--- src/rtl/mem_align_unit.sv ---
// Memory alignment shim between the pipeline memory stage and data_mem.
// Aligned accesses pass through; misaligned halfword/word accesses become byte beats.
module mem_align_unit #(
   parameter int unsigned SPLIT_EN   = 1,
   parameter int unsigned DATA_WIDTH = 32
) (
   input  logic                  clk,
   input  logic                  reset,
   input  logic                  ReqValid,
   input  logic                  ReqWE,
   input  logic [1:0]            ReqWidth,
   input  logic [DATA_WIDTH-1:0] ReqAddr,
   input  logic [DATA_WIDTH-1:0] ReqWD,
   output logic                  Stall,
   output logic                  RespValid,
   output logic [DATA_WIDTH-1:0] RespRD,
   output logic                  MemWE,
   output logic [1:0]            MemWidthSrc,
   output logic [DATA_WIDTH-1:0] MemA,
   output logic [DATA_WIDTH-1:0] MemWD,
   input  logic [DATA_WIDTH-1:0] MemRD
);

   typedef enum logic {
      IDLE,
      SPLIT
   } state_t;

   localparam logic [1:0] W_BYTE = 2'b01;
   localparam logic [1:0] W_HALF = 2'b10;

   state_t                state_q, state_d;
   logic [1:0]            beat_q, beat_d;
   logic [1:0]            last_q, last_d;
   logic                  cap_we_q, cap_we_d;
   logic [DATA_WIDTH-1:0] cap_addr_q, cap_addr_d;
   logic [DATA_WIDTH-1:0] cap_wd_q, cap_wd_d;
   logic [DATA_WIDTH-1:0] asm_q, asm_d;

   logic                  is_word, is_half, mis, last_beat;
   logic [7:0]            wr_byte;
   logic [DATA_WIDTH-1:0] rd_merged;

   always_comb begin
      is_half   = (ReqWidth == W_HALF);
      is_word   = (ReqWidth == 2'b00) || (ReqWidth == 2'b11);
      mis       = (SPLIT_EN != 0) && ReqValid &&
                  ((is_word && (ReqAddr[1:0] != 2'b00)) || (is_half && ReqAddr[0]));
      last_beat = (beat_q == last_q);
      wr_byte   = cap_wd_q[{beat_q, 3'b000} +: 8];
      // Final-beat result: earlier beats come from asm_q, the current byte straight from MemRD.
      rd_merged = asm_q;
      rd_merged[{beat_q, 3'b000} +: 8] = MemRD[7:0];
   end

   always_comb begin
      Stall       = 1'b0;
      RespValid   = 1'b0;
      RespRD      = MemRD;
      MemWE       = 1'b0;
      MemWidthSrc = ReqWidth;
      MemA        = ReqAddr;
      MemWD       = ReqWD;

      state_d     = state_q;
      beat_d      = beat_q;
      last_d      = last_q;
      cap_we_d    = cap_we_q;
      cap_addr_d  = cap_addr_q;
      cap_wd_d    = cap_wd_q;
      asm_d       = asm_q;

      if (state_q == IDLE) begin
         if (mis) begin
            MemWidthSrc = W_BYTE;
            MemWE       = ReqWE;
            MemWD       = '0;
            MemWD[7:0]  = ReqWD[7:0];
            Stall       = 1'b1;
            state_d     = SPLIT;
            beat_d      = 2'd1;
            last_d      = is_word ? 2'd3 : 2'd1;
            cap_we_d    = ReqWE;
            cap_addr_d  = ReqAddr;
            cap_wd_d    = ReqWD;
            // Upper bytes cleared so a halfword result is zero-extended.
            asm_d       = '0;
            asm_d[7:0]  = MemRD[7:0];
         end else begin
            MemWE     = ReqValid & ReqWE;
            RespValid = ReqValid & ~ReqWE;
         end
      end else begin
         MemWidthSrc = W_BYTE;
         MemA        = cap_addr_q + DATA_WIDTH'(beat_q);
         MemWE       = cap_we_q;
         MemWD       = '0;
         MemWD[7:0]  = wr_byte;
         if (last_beat) begin
            RespValid = ~cap_we_q;
            RespRD    = rd_merged;
            state_d   = IDLE;
            beat_d    = 2'd0;
         end else begin
            Stall  = 1'b1;
            asm_d  = rd_merged;
            beat_d = beat_q + 2'd1;
         end
      end
   end

   always_ff @(posedge clk or posedge reset) begin
      if (reset) begin
         state_q    <= IDLE;
         beat_q     <= '0;
         last_q     <= '0;
         cap_we_q   <= 1'b0;
         cap_addr_q <= '0;
         cap_wd_q   <= '0;
         asm_q      <= '0;
      end else begin
         state_q    <= state_d;
         beat_q     <= beat_d;
         last_q     <= last_d;
         cap_we_q   <= cap_we_d;
         cap_addr_q <= cap_addr_d;
         cap_wd_q   <= cap_wd_d;
         asm_q      <= asm_d;
      end
   end

endmodule

--- config.mk ---
export PLATFORM = sky130hd
export DESIGN_NAME = mem_align_unit
export DESIGN_NICKNAME = d
export VERILOG_FILES = /design/src/rtl/mem_align_unit.sv
export SDC_FILE = /design/constraint.sdc
export NUM_CORES = 1
export LEC_CHECK = 0
export BUFFER_PORTS_ARGS = -buffer_cell sky130_fd_sc_hd__buf_2
export CAP_MARGIN = 10
export CELL_PAD_IN_SITES_DETAIL_PLACEMENT = 2
export CELL_PAD_IN_SITES_GLOBAL_PLACEMENT = 2
export CORE_ASPECT_RATIO = 0.8
export CORE_MARGIN = 2
export CORE_UTILIZATION = 33
export DETAILED_ROUTE_END_ITERATION = 10
export GPL_TIMING_DRIVEN = 0
export HOLD_SLACK_MARGIN = 0.06
export PLACE_DENSITY_LB_ADDON = 0.1
export SYNTH_ARGS = -nofsm -noshare
export SYNTH_HDL_FRONTEND = slang
export SYNTH_SLANG_ARGS = --single-unit
--- constraint.sdc ---
create_clock -name clk -period 6.4 [get_ports clk]
set_input_delay 0.64 -clock clk [delete_from_list [all_inputs] [get_ports clk]]
set_output_delay 0.64 -clock clk [all_outputs]
set_load 0.02 [all_outputs]
==> results of run 1 <==
==> cell type report <==
cell class,instances,area (um2),share of cell area (%)
flip-flops and latches,102,2550,32.4
clock buffers,9,225,2.86
well taps,253,317,4.02
clock inverters,7,80.1,1.02
inverters,22,85.1,1.08
plain buffers,45,226,2.88
multi-input cells,445,3380,43.0
repair buffers,195,998,12.7
==> registers in the layout, indices dropped and copies added, names as in the netlist <==
register	flops
asm_q	32
beat_q	2
cap_addr_q	32
cap_wd_q	32
cap_we_q	1
last_q	2
state_q	1
==> per-layer routing <==
layer | vias to the layer above | global-route usage, % | routed length [um]
met5 | - | 0 | 0
met4 | 0 | 4.39 | 138
met3 | 10 | 4.00 | 957
met1 | 3026 | 33.1 | 10700
met2 | 152 | 39.0 | 11300
li1 | 2689 | - | -
==> cell usage in the layout (no fill, tap or decap), types with 10 or more instances in the layout <==
cell type    n
clkbuf_1    16
dfrtp_1    102
mux2_1      10
nor2_1      81
nand3_1     12
a22o_1      32
and2_1      26
inv_1       16
a221oi_1    24
nand2_1     22
buf_2      204
mux2_2      70
a21oi_1     13
buf_1       12
a31oi_1     18
==> power groups by stage <==
stage / Clock (mW) / Sequential, mW / Combinational [mW]
after floorplan: 0 / 1.08 / 1.72
after global placement: 0 / 1.15 / 2.41
after detailed placement: 0 / 1.18 / 2.51
after CTS: 0.598 / 1.17 / 2.53
after global routing: 0.621 / 1.21 / 2.73
final: 0.576 / 1.17 / 2.49
==> through the flow <==
step / cells / hold WS, ns / worst slack (ns) / cell area (um2) / total power [mW]
after detailed placement: 1062 / 0.485 / 2.18 / 7560 / 3.69
after CTS: 1078 / 0.399 / 1.79 / 7870 / 4.30
after global routing: 1078 / 0.426 / 1.66 / 7870 / 4.56
after floorplan: 614 / 0.453 / 2.83 / 6240 / 2.81
final: 1078 / 0.385 / 1.81 / 7870 / 4.24
after global placement: 1061 / 0.470 / 1.65 / 7530 / 3.56
==> worst min-delay path by stage <==
stage                             from                         end  slack, ns  depth (start not counted)
3_5_place_dp     asm_q[15]$_DFFE_PP0P_       asm_q[15]$_DFFE_PP0P_       0.49                          1
4_1_cts                          reset   cap_addr_q[8]$_DFFE_PP0P_       0.40                          2
2_1_floorplan  cap_wd_q[0]$_DFFE_PP0P_     cap_wd_q[0]$_DFFE_PP0P_       0.45                          1
6_report                         reset  cap_addr_q[18]$_DFFE_PP0P_       0.39                          2
3_3_place_gp      asm_q[6]$_DFFE_PP0P_        asm_q[6]$_DFFE_PP0P_       0.47                          1
5_1_grt                          reset  cap_addr_q[27]$_DFFE_PP0P_       0.43                          2
==> cell families (layout without fill, tap and decap cells) <==
family / Yosys count / after routing / share of synthesized area (%)
xor gates and xnor gates: 15 / 15 / 2.10
adders and majority gates: 9 / 9 / 1.92
muxes: 88 / 88 / 17.3
buffers and inverters: 67 / 278 / 4.95
DFF: 102 / 102 / 40.9
and+or+nand+nor: 202 / 202 / 17.0
AOI/OAI and AO/OA: 131 / 131 / 15.8
==> worst register-to-register path: cells and delay by family, from the launching register on <==
kind,cells,cell delay (ns)
AOI/OAI and AO/OA,1,0.22
adders and majority gates,1,0.39
buffers and inverters,4,1.05
DFF,1,0.51
and+or+nand+nor,2,1.00
==> metrics, run 1 <==
Mapped Avg Cell Area 10.2 um2; CP max stage cell or4_4; die height 127 um; IO Pins 203; largest area contributor in the netlist dfrtp_1; CTS Root Cell clkbuf_16; number of global-route vias before repair 6549; RSZ-0062 raised after global routing no; most frequent cell after synthesis dfrtp_1; num rows 44; Pwr Density 539 nW/um2; Synth cell types 56; Fin Setup TNS 0 ns; Syn Nets 725; Synth Register Bits 102; worst path bufs/invs 4; Reg power frac 27.7%; IO Port Bufs 194; DR WL/cell 21.5 um; status finished, final reports clean; CP endpoint MemA[24]; Starting Density 34.1%; Pleak 3.56 nW; power share of the combinational group 58.7%; Area growth, synth to finish 26.0%; Cells after Synth 614; Clk pwr share 13.6%; routed vias/inst 5.45; Critical R2R Capture asm_q[11]$_DFFE_PP0P_; Top Family by Delay on Critical Path simple AND/OR/NAND/NOR gates; GRT Resource Usage Total 23.7%; clock skew 0.00768 ns; Setup Viol. Count Final 0; switching part of the total 48.6%; Max Clk Rate 218 MHz; drt first pass iters 5; Most used DFF post-synth dfrtp_1; Final Max Slew Viols 0; asr flop ratio synth 100%; die footprint 20000 um2; Final HPWL DP 17.8 mm; largest net degree at the start of global routing 57; Req. time, crit path 5.76 ns; CTS tree done; number of synthesized flops with an enable pin 0; Internal 2.18 mW; Tmin final 4.59 ns; synthesized area 6240 um2; Post-CTS Setup Bufs 0; Startpoint Class register; first-pass GRT wire length 36.8 mm; kind of critical path reg -> out; post-synth top area share 40.9%; CORE AREA 18300 um2; sequential share of the synthesized area 40.9%; NumNets Final 931; DRC 0; max_cap viols 0; switching power 2.06 mW; Layout fillers 2039; post-cts sizing count 0; Setup crit start beat_q[1]$_DFFE_PP0P_; FF-to-FF Start beat_q[1]$_DFFE_PP0P_; final WL 23.1 mm; Hold WC Path Type in -> async; Yosys warning total 0; Slew @ Worst Pin 0.961 ns; Max VDD drop 0.180 mV; CP Max Fanout 10; max incr delay on CP 0.63 ns; share of layout cells above drive strength 1 38.3%; Clock transition at path regs 0.07 ns; reg2reg setup slack 3.16 ns; post-route ant nets 0; vias 5877; clock sink total 102; GRT overflow 0; initial DRC count 236; max_slew headroom 35.8%; Worst setup EP type output port; clock tree buffer depth 2; crit path cell chain buf_2, inv_1, fa_1, nand4b_1, or4_4, buf_6, or3_1, a31oi_1, buf_2; htree depth 3; Area contributors post-synth dfrtp_1, mux2_2, nor2_1; fin crit share 71.8%; CP Depth 9; Die Wd 158 um; critical path's most frequent cell buf_2; Util after Layout 42.9%; number of CTS-inserted buffers 9; final hold violation count 0; Inserted Diodes 0; initial antenna violation count 0; routability-driven placement congestion ratio 0.782; clk_lat worst skew 0.35 ns; R2R cell count 8; Worst Path Arrival 3.95 ns; Hold-fix buffers, CTS 0; Synth top cells by count dfrtp_1, nor2_1, mux2_2, a22o_1, and2_1
Note: power is estimated with default switching activity, not from simulation.
==> run 2: changes to the inputs <==
Settings changed: ABC_AREA from default to 1, CORE_UTILIZATION 33 to 27.
Clock period 6.4 ns to 4.5 ns, I/O delays scaled along.
==> metrics, run 2 <==
synthesized area 6770 um2 (was 6240 um2); Synth top cells by count nand2_1, o21ai_0, inv_1, nor2_1, dfrtp_1 (was dfrtp_1, nor2_1, mux2_2, a22o_1, and2_1); leading cell type in the layout, fill and taps excluded nand2_1 (was buf_2); status finished, final reports clean (unchanged); Pleak 4.55 nW (was 3.56 nW); Worst Path Arrival 3.36 ns (was 3.95 ns); initial DRC count 344 (was 236); post-synth top area share 37.7% (was 40.9%); sequential share of the synthesized area 37.7% (was 40.9%); drt first pass iters 5 (unchanged); vias 7487 (was 5877); Starting Density 27.6% (was 34.1%); post-route ant nets 0 (unchanged); final WL 28.7 mm (was 23.1 mm); CP Max Fanout 13 (was 10); asr flop ratio synth 100% (unchanged); Startpoint Class register (unchanged); Max VDD drop 0.212 mV (was 0.180 mV); CORE AREA 24500 um2 (was 18300 um2); die footprint 26400 um2 (was 20000 um2); Req. time, crit path 4.05 ns (was 5.76 ns); Clock transition at path regs 0.08 ns (was 0.07 ns); clock sink total 102 (unchanged); largest net degree at the start of global routing 88 (was 57); number of global-route vias before repair 8050 (was 6549); Area contributors post-synth dfrtp_1, nand2_1, o21ai_0 (was dfrtp_1, mux2_2, nor2_1); number of synthesized flops with an enable pin 0 (unchanged); max_slew headroom 51.4% (was 35.8%); die height 146 um (was 127 um); CTS tree done (unchanged); DP Area 8210 um2 (was 7560 um2); biggest regs asm_q (32), cap_addr_q (32), cap_wd_q (32) (unchanged); fin worst setup slack 0.686 ns (was 1.81 ns); Reg power frac 29.3% (was 27.7%); most frequent cells in the layout nand2_1, buf_2, o21ai_0, inv_1, nor2_1 (was buf_2, dfrtp_1, nor2_1, mux2_2, a22o_1); Layout fillers 3066 (was 2039); Post-CTS Setup Bufs 0 (unchanged); Hold Crit Start ReqAddr[29]; reg2reg setup slack 1.62 ns (was 3.16 ns); Setup Viol. Count Final 0 (unchanged); Util after Layout 34.7% (was 42.9%); power share of the combinational group 56.3% (was 58.7%); CTS Root Cell clkbuf_16 (unchanged); Hold WC Path Type in -> reg (was in -> async); cell area after layout 8510 um2 (was 7870 um2); Mapped Avg Cell Area 6.55 um2 (was 10.2 um2); switching part of the total 52.4% (was 48.6%); clk_lat worst skew 0.36 ns (was 0.35 ns); Most used DFF post-synth dfrtp_1 (unchanged); Tmin final 3.81 ns; num rows 51 (was 44); Syn Nets 1144 (was 725); first-pass GRT wire length 45.5 mm (was 36.8 mm); Max Clk Rate 262 MHz; GRT overflow 0 (unchanged); share of layout cells above drive strength 1 23.1% (was 38.3%); GRT Resource Usage Total 22.0% (was 23.7%); RSZ-0062 raised after global routing no (unchanged); kind of critical path reg -> out (unchanged); initial antenna violation count 0 (unchanged); hold slack final 0.331 ns (was 0.385 ns); Worst setup EP type output port (unchanged); number of CTS-inserted buffers 9 (unchanged); Hold-fix buffers, CTS 1 (was 0); FF-to-FF Start beat_q[1]$_DFFE_PP0P_ (unchanged); Final Max Slew Viols 0 (unchanged); Slew @ Worst Pin 0.729 ns (was 0.961 ns); IO Pins 203 (unchanged); DRC 0 (unchanged); fin crit share 84.7%; Synth cell types 32 (was 56); Multi-input gate area 3510 um2 (was 3380 um2); IO Port Bufs 202 (was 194); Synth Register Bits 102 (unchanged); DR WL/cell 18.2 um (was 21.5 um); routability-driven placement congestion ratio 0.877 (was 0.782); Yosys warning total 0 (unchanged); post-cts sizing count 0 (unchanged); most frequent cell after synthesis nand2_1 (was dfrtp_1); Final HPWL DP 22.3 mm (was 17.8 mm); Die Wd 181 um (was 158 um); Setup crit start beat_q[1]$_DFFE_PP0P_ (unchanged); switching power 2.96 mW (was 2.06 mW); final hold violation count 0 (unchanged); clock skew 0.0101 ns (was 0.00768 ns); Cells after Synth 1033 (was 614); largest area contributor in the netlist dfrtp_1 (unchanged); max_cap viols 0 (unchanged); clock tree buffer depth 2 (unchanged); routed vias/inst 4.76 (was 5.45); pre-CTS setup slack 1.07 ns (was 2.18 ns); Reg area 2550 um2 (unchanged); htree depth 3 (unchanged); NumNets Final 1359 (was 931); Pwr Density 664 nW/um2 (was 539 nW/um2); Internal 2.69 mW (was 2.18 mW); Clk pwr share 14.4% (was 13.6%); Area growth, synth to finish 25.8% (was 26.0%)
[run 2: cell types whose count changed after synthesis, sizes merged, moves of 25 or more]
cell   previous run  this run
nor2             81       114
nand3            13        50
o21ai            12       125
and2             26         0
mux2             80         0
nand2            23       410
inv              18       112
o22ai             0        25
a22o             32         0
[run 2: worst paths after layout]
kind | to | cells past startpoint
max reg2reg | asm_q[2]$_DFFE_PP0P_ | 10
min | cap_addr_q[29]$_DFFE_PP0P_ | 3
max | MemA[18] | 11
min in group asynchronous | cap_addr_q[6]$_DFFE_PP0P_ | 3
max in group asynchronous | cap_wd_q[11]$_DFFE_PP0P_ | 4
min reg2reg | cap_wd_q[22]$_DFFE_PP0P_ | 2
[run 2: critical path, cell delays in order, from the launching register on]
cell and delay, ns:
dfrtp_1 0.47, buf_6 0.19, clkinv_1 0.38, fa_1 0.69, nor2_4 0.21, nand2_2 0.16, nor2_2 0.22, nand2_1 0.08
nand2_1 0.08, nand3_1 0.08, o21ai_0 0.18, buf_2 0.25
[run 2: routing by layer]
layer	global-route usage, %	wire length [um]
met1	32.9	15000
met4	3.09	191
met5	0	0
met2	33.6	12100
met3	3.88	1390
[run 2: logic make-up (layout without fill, tap and decap cells)]
logic type                 after synthesis  count (layout)  share of synthesized area, %
AOI/OAI and AO/OA                      163             163                          13.2
and+or+nand+nor                        579             579                          34.4
adders and majority gates                9               9                          1.78
xor gates and xnor gates                17              17                          2.42
DFF                                    102             102                          37.7
other                                    0               1                             0
buffers and inverters                  163             383                          10.4
[run 2: cell type report]
class                      count  share of cell area, %
antenna                        1                 0.0294
buffer                        49                   3.22
clock buffer                   9                   2.65
clock inverter                 7                  0.764
inverter                     114                   5.13
multi-input combinational    768                   41.2
sequential                   102                   30.0
tap                          318                   4.68
timing repair buffer         204                   12.3
[run 2: through the flow]
stage / TNS [ns] / cells / power, mW
6_report: 0 / 1572 / 5.65
5_1_grt: 0 / 1571 / 6.14
4_1_cts: 0 / 1571 / 5.72
3_5_place_dp: 0 / 1554 / 4.87
3_3_place_gp: -38.49 / 1553 / 4.77
2_1_floorplan: 0 / 1033 / 3.68
[run 2: power by group through the flow]
stage	Sequential, mW	Combinational (mW)	Clock (mW)
after floorplan	1.55	2.13	0
after global placement	1.65	3.12	0
after detailed placement	1.67	3.20	0
after CTS	1.66	3.22	0.841
after global routing	1.71	3.56	0.870
final	1.66	3.18	0.816
